`src/rtl/ppm_encoder_if.sv`:
```
// PPM encoder bus: channel values and enable in, PPM line and frame status out.
// Ports: ch_values (NUM_CH*8, channel i at [8i+7:8i]), enable, ppm, frame_start, busy.
// master = the side driving values/enable; slave = the encoder.
interface ppm_encoder_if #(
  parameter int NUM_CH = 8
);
  logic [NUM_CH*8-1:0] ch_values;
  logic                enable;
  logic                ppm;
  logic                frame_start;
  logic                busy;

  modport master (
    output ch_values, enable,
    input  ppm, frame_start, busy
  );

  modport slave (
    input  ch_values, enable,
    output ppm, frame_start, busy
  );
endinterface

```
`src/rtl/ppm_encoder.sv`:
```
// Multi-channel RC PPM transmitter: serializes NUM_CH 8-bit values onto one PPM line
// (255 ticks = 1 ms). Latency: first separator tick on ppm one edge after enable is
// sampled in IDLE, together with frame_start. No backpressure; frames free-run while enable=1.
// Ports: clk_255kHz (tick clock), reset (async, active low), bus (ppm_encoder_if.slave):
//   ch_values/enable in; ppm (registered, INVERT applied after the flop), frame_start, busy out.
module ppm_encoder #(
  parameter int NUM_CH      = 8,
  parameter int SEP_TICKS   = 77,
  parameter int FRAME_TICKS = 5738,
  parameter int MIN_SYNC    = 1020,
  parameter int INVERT      = 0
) (
  input  logic          clk_255kHz,
  input  logic          reset,
  ppm_encoder_if.slave  bus
);

  typedef enum logic [1:0] {IDLE, SLOT, FSEP, GAP} state_t;

  localparam logic [8:0]  SEP_LEN    = 9'(SEP_TICKS);
  localparam logic [8:0]  SEP_LAST   = 9'(SEP_TICKS - 1);
  localparam logic [12:0] FRAME_LAST = 13'(FRAME_TICKS - 1);
  localparam logic [12:0] GAP_LAST   = 13'(MIN_SYNC - 1);
  localparam logic [12:0] CNT_MAX    = 13'h1FFF;
  localparam logic [2:0]  CH_LAST    = 3'(NUM_CH - 1);

  state_t      state_q, state_d;
  logic [2:0]  ch_q, ch_d;
  logic [8:0]  slot_q, slot_d;
  logic [12:0] frame_q, frame_d;
  logic [12:0] gap_q, gap_d;
  logic        ppm_q, ppm_d;
  logic        fs_q, fs_d;
  logic        busy_q, busy_d;
  logic        load;
  logic [7:0]  val_q [8];
  logic [63:0] ch_pad;
  logic [8:0]  slot_last;
  logic [12:0] frame_inc, gap_inc;

  // Values are held in a fixed 8-entry array; entries above NUM_CH-1 are never selected.
  assign ch_pad    = 64'(bus.ch_values);
  assign slot_last = 9'd254 + {1'b0, val_q[ch_q]};
  assign frame_inc = (frame_q == CNT_MAX) ? frame_q : frame_q + 13'd1;
  assign gap_inc   = (gap_q == CNT_MAX) ? gap_q : gap_q + 13'd1;

  always_ff @(posedge clk_255kHz or negedge reset) begin
    if (!reset) begin
      state_q <= IDLE;
      ch_q    <= '0;
      slot_q  <= '0;
      frame_q <= '0;
      gap_q   <= '0;
      ppm_q   <= 1'b0;
      fs_q    <= 1'b0;
      busy_q  <= 1'b0;
      for (int i = 0; i < 8; i++) val_q[i] <= '0;
    end else begin
      state_q <= state_d;
      ch_q    <= ch_d;
      slot_q  <= slot_d;
      frame_q <= frame_d;
      gap_q   <= gap_d;
      ppm_q   <= ppm_d;
      fs_q    <= fs_d;
      busy_q  <= busy_d;
      if (load) begin
        for (int i = 0; i < 8; i++) val_q[i] <= ch_pad[8*i +: 8];
      end
    end
  end

  always_comb begin
    state_d = state_q;
    ch_d    = ch_q;
    slot_d  = slot_q;
    frame_d = frame_inc;
    gap_d   = gap_q;
    load    = 1'b0;

    case (state_q)
      IDLE: begin
        frame_d = '0;
        if (bus.enable) load = 1'b1;
      end
      SLOT: begin
        if (slot_q == slot_last) begin
          slot_d = '0;
          if (ch_q == CH_LAST) state_d = FSEP;
          else                 ch_d    = ch_q + 3'd1;
        end else begin
          slot_d = slot_q + 9'd1;
        end
      end
      FSEP: begin
        if (slot_q == SEP_LAST) begin
          slot_d  = '0;
          gap_d   = '0;
          state_d = GAP;
        end else begin
          slot_d = slot_q + 9'd1;
        end
      end
      GAP: begin
        gap_d = gap_inc;
        // Frame ends only when both the nominal length and the minimum sync gap are met.
        if ((gap_q >= GAP_LAST) && (frame_q >= FRAME_LAST)) begin
          if (bus.enable) begin
            load = 1'b1;
          end else begin
            state_d = IDLE;
            frame_d = '0;
          end
        end
      end
      default: state_d = IDLE;
    endcase

    if (load) begin
      state_d = SLOT;
      ch_d    = '0;
      slot_d  = '0;
      frame_d = '0;
      gap_d   = '0;
    end

    // Outputs are registered from the next state so ppm lines up with frame_start.
    ppm_d  = ((state_d == SLOT) && (slot_d < SEP_LEN)) || (state_d == FSEP);
    fs_d   = load;
    busy_d = (state_d != IDLE);
  end

  assign bus.ppm         = ppm_q ^ (INVERT != 0);
  assign bus.frame_start = fs_q;
  assign bus.busy        = busy_q;

endmodule

```
`src/flat_wrapper.sv`:
```
// flat-port wrapper written by rule: the top's interface ports become plain ports
module ppm_encoder_flat 
#(
  parameter int NUM_CH      = 8,
  parameter int SEP_TICKS   = 77,
  parameter int FRAME_TICKS = 5738,
  parameter int MIN_SYNC    = 1020,
  parameter int INVERT      = 0
)
  (clk_255kHz, reset, bus_ch_values, bus_enable, bus_ppm, bus_frame_start, bus_busy);
  ppm_encoder_if #(.NUM_CH(NUM_CH)) bus_i ();
  input  logic clk_255kHz;
  input  logic reset;
  input wire logic [$bits(bus_i.ch_values)-1:0] bus_ch_values;
  input wire logic [$bits(bus_i.enable)-1:0] bus_enable;
  output wire logic [$bits(bus_i.ppm)-1:0] bus_ppm;
  output wire logic [$bits(bus_i.frame_start)-1:0] bus_frame_start;
  output wire logic [$bits(bus_i.busy)-1:0] bus_busy;
  assign bus_i.ch_values = bus_ch_values;
  assign bus_i.enable = bus_enable;
  assign bus_ppm = bus_i.ppm;
  assign bus_frame_start = bus_i.frame_start;
  assign bus_busy = bus_i.busy;
  ppm_encoder #(.NUM_CH(NUM_CH), .SEP_TICKS(SEP_TICKS), .FRAME_TICKS(FRAME_TICKS), .MIN_SYNC(MIN_SYNC), .INVERT(INVERT)) u_core (.clk_255kHz(clk_255kHz), .reset(reset), .bus(bus_i));
endmodule
```
`config.mk`:
```
export PLATFORM = sky130hd
export DESIGN_NAME = ppm_encoder_flat
export DESIGN_NICKNAME = d
export VERILOG_FILES = /design/src/rtl/ppm_encoder_if.sv /design/src/rtl/ppm_encoder.sv /design/src/flat_wrapper.sv
export SDC_FILE = /design/constraint.sdc
export NUM_CORES = 1
export LEC_CHECK = 0
export ABC_AREA = 1
export CAP_MARGIN = 40
export CORE_AREA = 2 2 102 104
export CTS_BUF_LIST = sky130_fd_sc_hd__clkbuf_16
export CTS_CLUSTER_DIAMETER = 80
export DETAILED_ROUTE_END_ITERATION = 8
export DIE_AREA = 0 0 104 106
export GPL_ROUTABILITY_DRIVEN = 1
export HOLD_SLACK_MARGIN = 0.05
export PLACE_DENSITY = 0.82
export SYNTH_ARGS = -nofsm -noshare
export SYNTH_HDL_FRONTEND = slang
export SYNTH_SLANG_ARGS = --single-unit
```
`constraint.sdc`:
```
create_clock -name clk_255kHz -period 5.3 [get_ports clk_255kHz]
set_input_delay 0.795 -clock clk_255kHz [delete_from_list [all_inputs] [get_ports clk_255kHz]]
set_output_delay 0.795 -clock clk_255kHz [all_outputs]
set_load 0.03 [all_outputs]
```
Word-level counts from Yosys, hierarchy flattened
Cells that the tools add are included.

Register bits: 107. Bits of input ports: 67. Output and inout bits: 3. Word-level logic and storage cells: 79.

$add $sub $neg: 5. Order comparisons: 4. Equal/unequal tests: 13. Mux-type cells: 30. Bitwise gates (word level): 1. Reduce and logical (&&, ||, !) cells: 10.

Operators with widths (count): $mux 13 (7); $pmux 13 s2 (2); $mux 9 (3); $add 13x1->13 const B (2); $eq 13x13->1 const B (2); $bmux 8 s3 (1); $pmux 9 s2 (1); $mux 8 (2); $ge 13x10->1 const B (1); $ge 13x13->1 const B (1); $mux 2 (6); $mux 3 (4); $add 8x8->9 const A (1); $add 9x1->9 const B (1); $eq 9x7->1 const B (1); $eq 9x9->1 (1); $lt 9x7->1 const B (1); $eq 2x2->1 const B (3); $pmux 2 s3 (1); $reduce_and 3->1 (2); $reduce_bool 2->1 (3); $eq 2x1->1 const B (2); $ge 4x4->1 const B (1); $not 3->4 (1); other kinds (11) (13).

Longest topological paths before layout
Gate-level depths: netlist (run 1).

Word-level depth: 12. Mapped depth: 24. Gate-level depth less buffers: 23.

Least setup slack after synthesis (run 1)
OpenSTA, ideal clock, no wires.

Path type: register to register. Start point: reg u_core.ch_q[0]. End point: reg u_core.ppm_q (netlist: u_core.bus.ppm). Library setup time: 0.116 ns. Data arrival time: 2.366 ns. Data required time: 5.184 ns. Slack: 2.818 ns. Stages on the path, launching flop included: 24. Path buffers: 1. Clock period less this slack: 2.482 ns. Path through: dfrtp_1 > inv_2 > buf_6 > nand2_1 > nand3_1 > nand3_1 > nand2_2 > ha_1 > xor2_1 > inv_1 > nand2_1 > nand3_1 > nor2_1 > nand3_1 > nor2_1 > nand2_1 > nand2_2 > nand3_1 > nand2_1 > o21ai_1 > nor2_2 > nor2_1 > nand2_1 > nand2_1.

Longest elaborated chain between the ends: 12. Elaborated cells between the ends (all ways): 19. Those cells by class: add/sub: 1; order compare: 1; eq/ne: 4; mux: 10; bitwise: 1; reduce/logical: 2.

Ends and longest elaborated chain: start: declaration (line ppm_encoder.sv:28) `logic [2:0] ch_q, ch_d;`; start signal: assignment (line ppm_encoder.sv:60) `ch_q <= ch_d;`; $not 3->4 (implied by the code) (line ppm_encoder.sv:43) `assign slot_last = 9'd254 + {1'b0, val_q[ch_q]};`; $bmux 8 s3 (line ppm_encoder.sv:43); $mux 8 (implied by the code) (2 in series) (line ppm_encoder.sv:43); $add 8x8->9 (line ppm_encoder.sv:43); $eq 9x9->1 (line ppm_encoder.sv:87) `if (slot_q == slot_last) begin`; $mux 9 / $mux 2 (equally long branches) (line ppm_encoder.sv:87); $pmux 9 s2 / $pmux 2 s3 (equally long branches) (line ppm_encoder.sv:81) `case (state_q)`; $mux 9 / $mux 2 (equally long branches) (line ppm_encoder.sv:119) `if (load) begin`; $lt 9x7->1 / $eq 2x1->1 (equally long branches) (line ppm_encoder.sv:128) `ppm_d = ((state_d == SLOT) && (slot_d < SEP_LEN)) || (state_d == FSEP);`; $logic_and 1x1->1 (line ppm_encoder.sv:128); $logic_or 1x1->1 (*) (line ppm_encoder.sv:128); named net u_core.ppm_d (line ppm_encoder.sv:32) `logic ppm_q, ppm_d;`; end signal: assignment (line ppm_encoder.sv:64) `ppm_q <= ppm_d;`; end: declaration (line ppm_encoder.sv:32).

The timed path passes the listed nets; every way through them passes the cells marked *. The select of a mux whose other input is x is not followed. A chain may end at the register's enable or synchronous reset.

Worst setup path in the final report (run 1)
Start point: reg u_core.ch_q[1]. End point: reg u_core.ppm_q (netlist: u_core.bus.ppm).

Same word-level chain as after synthesis.

==> results.md, run 1 <==
- Area leader, netlist: dfrtp_1
- Largest net degree at the start of global routing: just over 70
- Clock transition at the registers of the reported paths: 0.08 ns
- Fin crit period: approximately 3.5 ns
- Post-Place Setup Slack: about 1.9 ns
- Sum Neg Setup Slack: 0 ns
- Count leader, synth: nand2_1
- Post-synth ARST share: 100%
- Slew Viols, Final: 0
- Clock Sinks: between 100 and 150
- R2r setup slk: 1.84 ns
- Crit Path Category: reg2reg
- First-pass GRT wire length: roughly 23000 microns
- H-tree level count: 3
- Top sig layer: met4
- Fin Hold WS: roughly 0.4 ns
- ANT cells: 0
- Initial antenna violation count: 0
- Total CTS buffers: 9
- Highest clock rate: approximately 0.29 GHz
- Worst Setup Slack, final: about 1.8 ns
- Worst slew pin tran: between 0.7 and 0.8 ns
- Skew final: around 0.0073 ns
- Setup crit start: u_core.ch_q[1]
- CP Data Arrival Time: roughly 3.8 ns
- Top_reg_cell synth: dfrtp_1
- Area contributors post-synth: dfrtp_1 (46%), nand2_1 (16%), inv_1 (7.3%), o21ai_0 (5.8%), nand3_1 (5.5%)
- GRT overflow: 0
- Post-synth top cells: nand2_1 (243), inv_1 (113), dfrtp_1 (107)
- RePlAce Congestion: 0.899
- Die X: 104 microns
- Yosys top cell area share: between 40% and 50%
- Core Region: roughly 10000 sq um
- Port buffer count: 69
- Maximum vdd drop: 0.211 mV
- Largest buffer count on any clock path: 2
- Final period util: 65.2%
- Hold_buf cts: 0
- Worst R2R Start: u_core.ch_q[1]
- Critical path required time: 5.59 ns
- Final ANT Viol Nets: 0
- Unique masters post-synth: 32
- Row cnt: 37
- Critical Path Sink Type: register
- Starting Density: around three fifths
- Met3 Wirelength: 658 microns
- R2R cell count: 22
- Post-synth EDFFs: 0
- Nets: 931
- Syn Area/Cell: 7.36 sq um
- Wire length on met1: just over 6000 microns
- Setup violations, final: 0
- Fin. Hold Viols: 0
- Cell Pwr Density: 515 nW/um^2
- I/O pins: 70
- Worst Hold Class: in2async
- Die Y-Extent: roughly 110 microns
- Drt pass-1 iters: 5
- Via count: ~5200
- Vias/cell: around 5.2
- Die area: 11000 sq um
- Net Count, Synth: 874
- Max_slew headroom: approximately 51%
- WL/cell: ~13 microns
- Cells after Synth: 794
- # Post-CTS Setup Buffers: 0
- Met2 WL: approximately 6300 microns
- DRC viols: 0
- CP startpoint kind: register
- Skew-Pair Late Insertion Delay: 0.35 ns
- Yosys reg bits: approximately 110
- Vias in the first global route: 5130
- Post-cts resize count: 0
- Total Routing Usage GR: about a quarter
- Ys Warns: 0
- HPWL after detailed placement: around 9600 microns
- Root Buffer: clkbuf_16
- Iter 0 DRT Violations: about 340
- Leak: between 0.003 and 0.004 uW
- Worst Setup EP: u_core.bus.ppm
- Maxcap violations: 0
- Crit-path max FO: 21
- Run status: finished, final reports clean
- Post-synthesis sequential area ratio: about 46%
- DRT Wirelength: around 13000 microns
- RSZ-0062 raised after global routing: no
- Area grow syn2layout: 18.4%
- TritonCTS clock tree: done
- Synthesized cell area: between 5000 and 6000 sq um
- RR Endpoint: u_core.bus.ppm
- Share of cells above drive strength 1: around 5.4%
-- stage by stage --
step | utilization (%) | instance area [sq um] | instances | power [uW]
floorplan | - | 5840 | 794 | 2430
global placement | 65.7 | 6570 | 975 | 2750
detailed placement | 65.9 | 6590 | 976 | 2810
CTS | 69.2 | 6920 | 992 | 3560
global route | 69.2 | 6920 | 992 | 3860
finish | 69.2 | 6920 | 992 | 3560
-- routing by layer --
metal	vias up	global-route usage, %
li1	2596	-
met5	-	0
met1	2442	33.5
met2	145	41.3
met4	0	9.36
met3	18	4.41
-- cells by family after synthesis --
| logic type | after synthesis | share of synthesized area [%] |
|---|---|---|
| fa+ha+maj | 13 | 2.78 |
| compound gates | 101 | 9.53 |
| simple gates | 414 | 29.6 |
| flops | 107 | 45.8 |
| xor+xnor | 13 | 1.95 |
| buf+inv | 146 | 10.3 |
-- final cells by class --
| class | instances | area, sq um |
|---|---|---|
| fill | 843 | 3080 |
| timing repair buffer | 73 | 731 |
| clock buffer | 9 | 225 |
| clock inverter | 7 | 106 |
| multi-input combinational | 541 | 2560 |
| sequential | 107 | 2680 |
| inverter | 119 | 448 |
| tap | 136 | 170 |
-- flip-flops by register name, indices dropped and copies added (netlist names) --
register                count
u_core.bus.ppm              1
u_core.state_q              2
u_core.bus.busy             1
u_core.frame_q             13
u_core.gap_q               13
u_core.bus.frame_start      1
u_core.slot_q               9
u_core.val_q               64
u_core.ch_q                 3
-- how the worst min path moves through the flow --
| stage | to | slack (ns) | start |
|---|---|---|---|
| 2_1_floorplan | u_core.val_q[29] | 0.45 | u_core.val_q[29] |
| 3_3_place_gp | u_core.val_q[56] | 0.47 | u_core.val_q[56] |
| 3_5_place_dp | u_core.val_q[56] | 0.47 | u_core.val_q[56] |
| 4_1_cts | u_core.val_q[3] | 0.42 | reset |
| 5_1_grt | u_core.val_q[10] | 0.44 | reset |
| 6_report | u_core.val_q[11] | 0.40 | reset |
-- layout by cell type, fill, tap and decap left out, types with 11 or more instances in the layout --
cell | netlist | routed
nor3_1 | 13 | 13
nand3_1 | 64 | 64
nand2_1 | 243 | 243
dfrtp_1 | 107 | 107
ha_1 | 13 | 13
nor2_1 | 69 | 69
xor2_1 | 11 | 11
inv_1 | 113 | 112
a21oi_1 | 14 | 14
clkdlybuf4s50_1 | 0 | 68
o21ai_0 | 68 | 68
-- critical path, stage by stage (launching register included) --
cell	delay, ns
dfrtp_1	0.82
inv_1	0.43
nand3_1	0.20
nand3_1	0.12
nand2_2	0.14
ha_1	0.22
xor2_1	0.21
inv_1	0.06
nand2_1	0.06
nand3_1	0.06
nor2_1	0.08
nand3_1	0.08
nor2_1	0.08
nand2_1	0.12
nand2_2	0.11
nand2_1	0.07
a21oi_1	0.19
nand2_1	0.09
nand2_1	0.06
nand2_1	0.04
nand2_1	0.06
nand2_1	0.04
nand2_1	0.05
-- power by group --
part	internal, uW	total, uW	switching (uW)
combinational	539	1580	1040
sequential	1110	1250	140
clock	422	737	315
total	2070	3560	1490
Note: power is estimated with default switching activity, not from simulation.
==> run 2: changes to the inputs <==
--- a/config.mk
+++ b/config.mk
@@ -7,14 +7,14 @@
 export LEC_CHECK = 0
 export ABC_AREA = 1
 export CAP_MARGIN = 40
-export CORE_AREA = 2 2 102 104
+export CORE_AREA = 2 2 111 113
 export CTS_BUF_LIST = sky130_fd_sc_hd__clkbuf_16
 export CTS_CLUSTER_DIAMETER = 80
 export DETAILED_ROUTE_END_ITERATION = 8
-export DIE_AREA = 0 0 104 106
+export DIE_AREA = 0 0 113 115
 export GPL_ROUTABILITY_DRIVEN = 1
 export HOLD_SLACK_MARGIN = 0.05
-export PLACE_DENSITY = 0.82
+export PLACE_DENSITY = 0.73
 export SYNTH_ARGS = -nofsm -noshare
 export SYNTH_HDL_FRONTEND = slang
 export SYNTH_SLANG_ARGS = --single-unit
==> constraint.sdc (replaced) <==
create_clock -name clk_255kHz -period 2.8 [get_ports clk_255kHz]
set_input_delay 0.42 -clock clk_255kHz [delete_from_list [all_inputs] [get_ports clk_255kHz]]
set_output_delay 0.42 -clock clk_255kHz [all_outputs]
set_load 0.03 [all_outputs]
==> results.md, run 2 (same netlist as run 1, synthesis figures left out) <==
- Run status: complete, but fails checks
- Failing checks: DRC
- Critical path required time: 3.04 ns (-2.55 ns)
- Starting Density: 49.5% (-9.0 points)
- Crit path max-delay family: simple AND/OR/NAND/NOR gates
- Root Buffer: clkbuf_16
- Share of cells above drive strength 1: 7.69% (+2.3 points)
- HPWL after detailed placement: 10400 microns (+8.6%)
- Via count: 5341 (+2.7%)
- Leak: 0.00344 uW (+2.3%)
- Worst path buffer plus inverter count: 2 (unchanged)
- Worst Hold Class: reg2reg
- Clock transition at the registers of the reported paths: 0.07 ns (about the same)
- Total Routing Usage GR: 22.9% (-2.2 points)
- TritonCTS clock tree: done
- Crit Path Category: reg2reg
- Largest registers: u_core.val_q (64), u_core.frame_q (13), u_core.gap_q (13)
- Crit-path max FO: 18 (-14%)
- Iter 0 DRT Violations: 361 (+4.9%)
- Most frequent cells in the layout: nand2_1 (242), inv_1 (112), dfrtp_1 (106)
- CP Depth: 22 (unchanged)
- Initial antenna violation count: 0 (unchanged)
- Vias in the first global route: 5203 (+1.4%)
- Worst R2R Start: u_core.ch_q[0]
- Fin Hold WS: 0.488 ns (+0.0875 ns)
- Skew-Pair Late Insertion Delay: 0.36 ns (about the same)
- Maxcap violations: 0 (unchanged)
- I/O pins: 70 (unchanged)
- Drt pass-1 iters: 7 (+2)
- Fin. Hold Viols: 0 (unchanged)
- Highest clock rate: 0.366 GHz (+26%)
- DRT Wirelength: 14100 microns (+6.4%)
- Critical Path Sink Type: register
- CP peak stage delay: 0.46 ns (-0.36 ns)
- Setup crit start: u_core.ch_q[0]
- Total Power: 6840 uW (+92%)
- Vias/cell: 5.25 (about the same)
- Worst Hold Path Cells: 2
- Slew Viols, Final: 0 (unchanged)
- Cell Pwr Density: 963 nW/um^2 (+87%)
- DRC viols: 2 (+2)
- ANT cells: 0 (unchanged)
- Largest net degree at the start of global routing: 108 (+52%)
- H-tree level count: 3 (unchanged)
- RePlAce Congestion: 0.915 (+1.7%)
- Post-Place Setup Slack: 0.0299 ns (-1.89 ns)
- Max_slew headroom: 68.8% (+18 points)
- Largest buffer count on any clock path: 2 (unchanged)
- Total CTS buffers: 9 (unchanged)
- First-pass GRT wire length: 23900 microns (+5.4%)
- Worst slew pin tran: 0.468 ns (-0.270 ns)
- GRT overflow: 0 (unchanged)
- # fillers: 1021 (+21%)
- Largest Register: u_core.val_q
- Area grow syn2layout: 21.5%
- CP startpoint kind: register
- Maximum vdd drop: 0.425 mV (+100%)
- Port buffer count: 69 (unchanged)
- Final core occ: 60.1% (-9.1 points)
- WL/cell: 13.8 microns (+3.7%)
- Max reg flops: 64 (unchanged)
- Final period util: 97.7% (+32 points)
- Skew final: 0.0120 ns (+0.00477 ns)
- RSZ-0062 raised after global routing: yes
- Row cnt: 40 (+8.1%)
- Fin crit period: 2.73 ns (-0.722 ns)
- Hold path startpoint: u_core.val_q[60]
- CP Data Arrival Time: 2.98 ns (-0.77 ns)
- Die area: 13000 sq um (+18%)
- R2R cell count: 22 (unchanged)
- Worst path cell trace: buf_12 > nand2_1 > nand3_1 > nand3_1 > nand2_2 > ha_4 > xor2_2 > inv_1 > nand2_1 > nand3_1 > nor2_1 > nand3_1 > nor2_1 > nand2_2 > nand2_2 > nand3_1 > nand2_1 > o21ai_1 > nor2_2 > nor2_1 > nand2_1 > nand2_1
- Die Y-Extent: 115 microns (+8.5%)
- Sum Neg Setup Slack: 0 ns (unchanged)
- Clock Sinks: 107 (unchanged)
- Setup violations, final: 0 (unchanged)
- Final ANT Viol Nets: 0 (unchanged)
- Nets: 947 (+1.7%)
- CP max-delay cell: dfrtp_2
- Die X: 113 microns (+8.7%)
- Most common cell after layout, fill and taps aside: nand2_1
- Worst Setup Slack, final: 0.0657 ns (-1.78 ns)
- Core Region: 11800 sq um (+18%)
-- run 2: cell type report --
type	count	area, sq um	share of cell area, %
Multi-Input combinational cell	541	2610	36.7
Inverter	119	453	6.38
Timing Repair Buffer	89	896	12.6
Clock inverter	6	57.6	0.811
Tap cell	147	184	2.59
Clock buffer	9	225	3.17
Sequential cell	107	2680	37.7
-- run 2: worst paths after layout --
path / to / slack, ns
setup / recovery: u_core.bus.ppm / 0.07
hold / removal: u_core.val_q[60] / 0.49
setup reg to reg: u_core.bus.ppm / 0.07
hold reg to reg: u_core.val_q[60] / 0.49
max in group asynchronous: u_core.slot_q[8] / 1.46
min in group asynchronous: u_core.val_q[14] / 0.56
-- run 2: metrics by stage --
stage / cells / instance area [sq um]
after floorplan: 794 / 5840
after global placement: 999 / 6720
after detailed placement: 999 / 6720
after CTS: 1015 / 7010
after global routing: 1018 / 7100
final: 1018 / 7100
-- run 2: power breakdown --
group          internal, uW  total [uW]  switching [uW]  leakage (uW)
combinational          1150        3270            2120       0.00193
clock                   682        1240             554      0.000138
sequential             2100        2330             234       0.00137
total                  3930        6840            2910       0.00344
-- run 2: what timing repair did --
action                                 in CTS  in global routing
resized for setup                           2                 11
pin swaps                                   0                  2
setup endpoints to repair                   1                 18
gates cloned                                0                  1
endpoints found under the hold margin      34                  0
hold buffers                                1                  0
buffers inserted                            0                  2
-- run 2: tightest hold or removal path, delay by kind of cell (launching register included) --
family           cells  cell delay, ns
and+or+nand+nor      2            0.12
DFF                  1            0.34
-- run 2: metal layers --
metal,wire (microns),GRT usage (%),up-vias
li1,-,-,2633
met1,6230,29.6,2519
met2,6870,38.3,158
met3,612,3.32,31
met4,377,10.6,0
met5,0,0,-
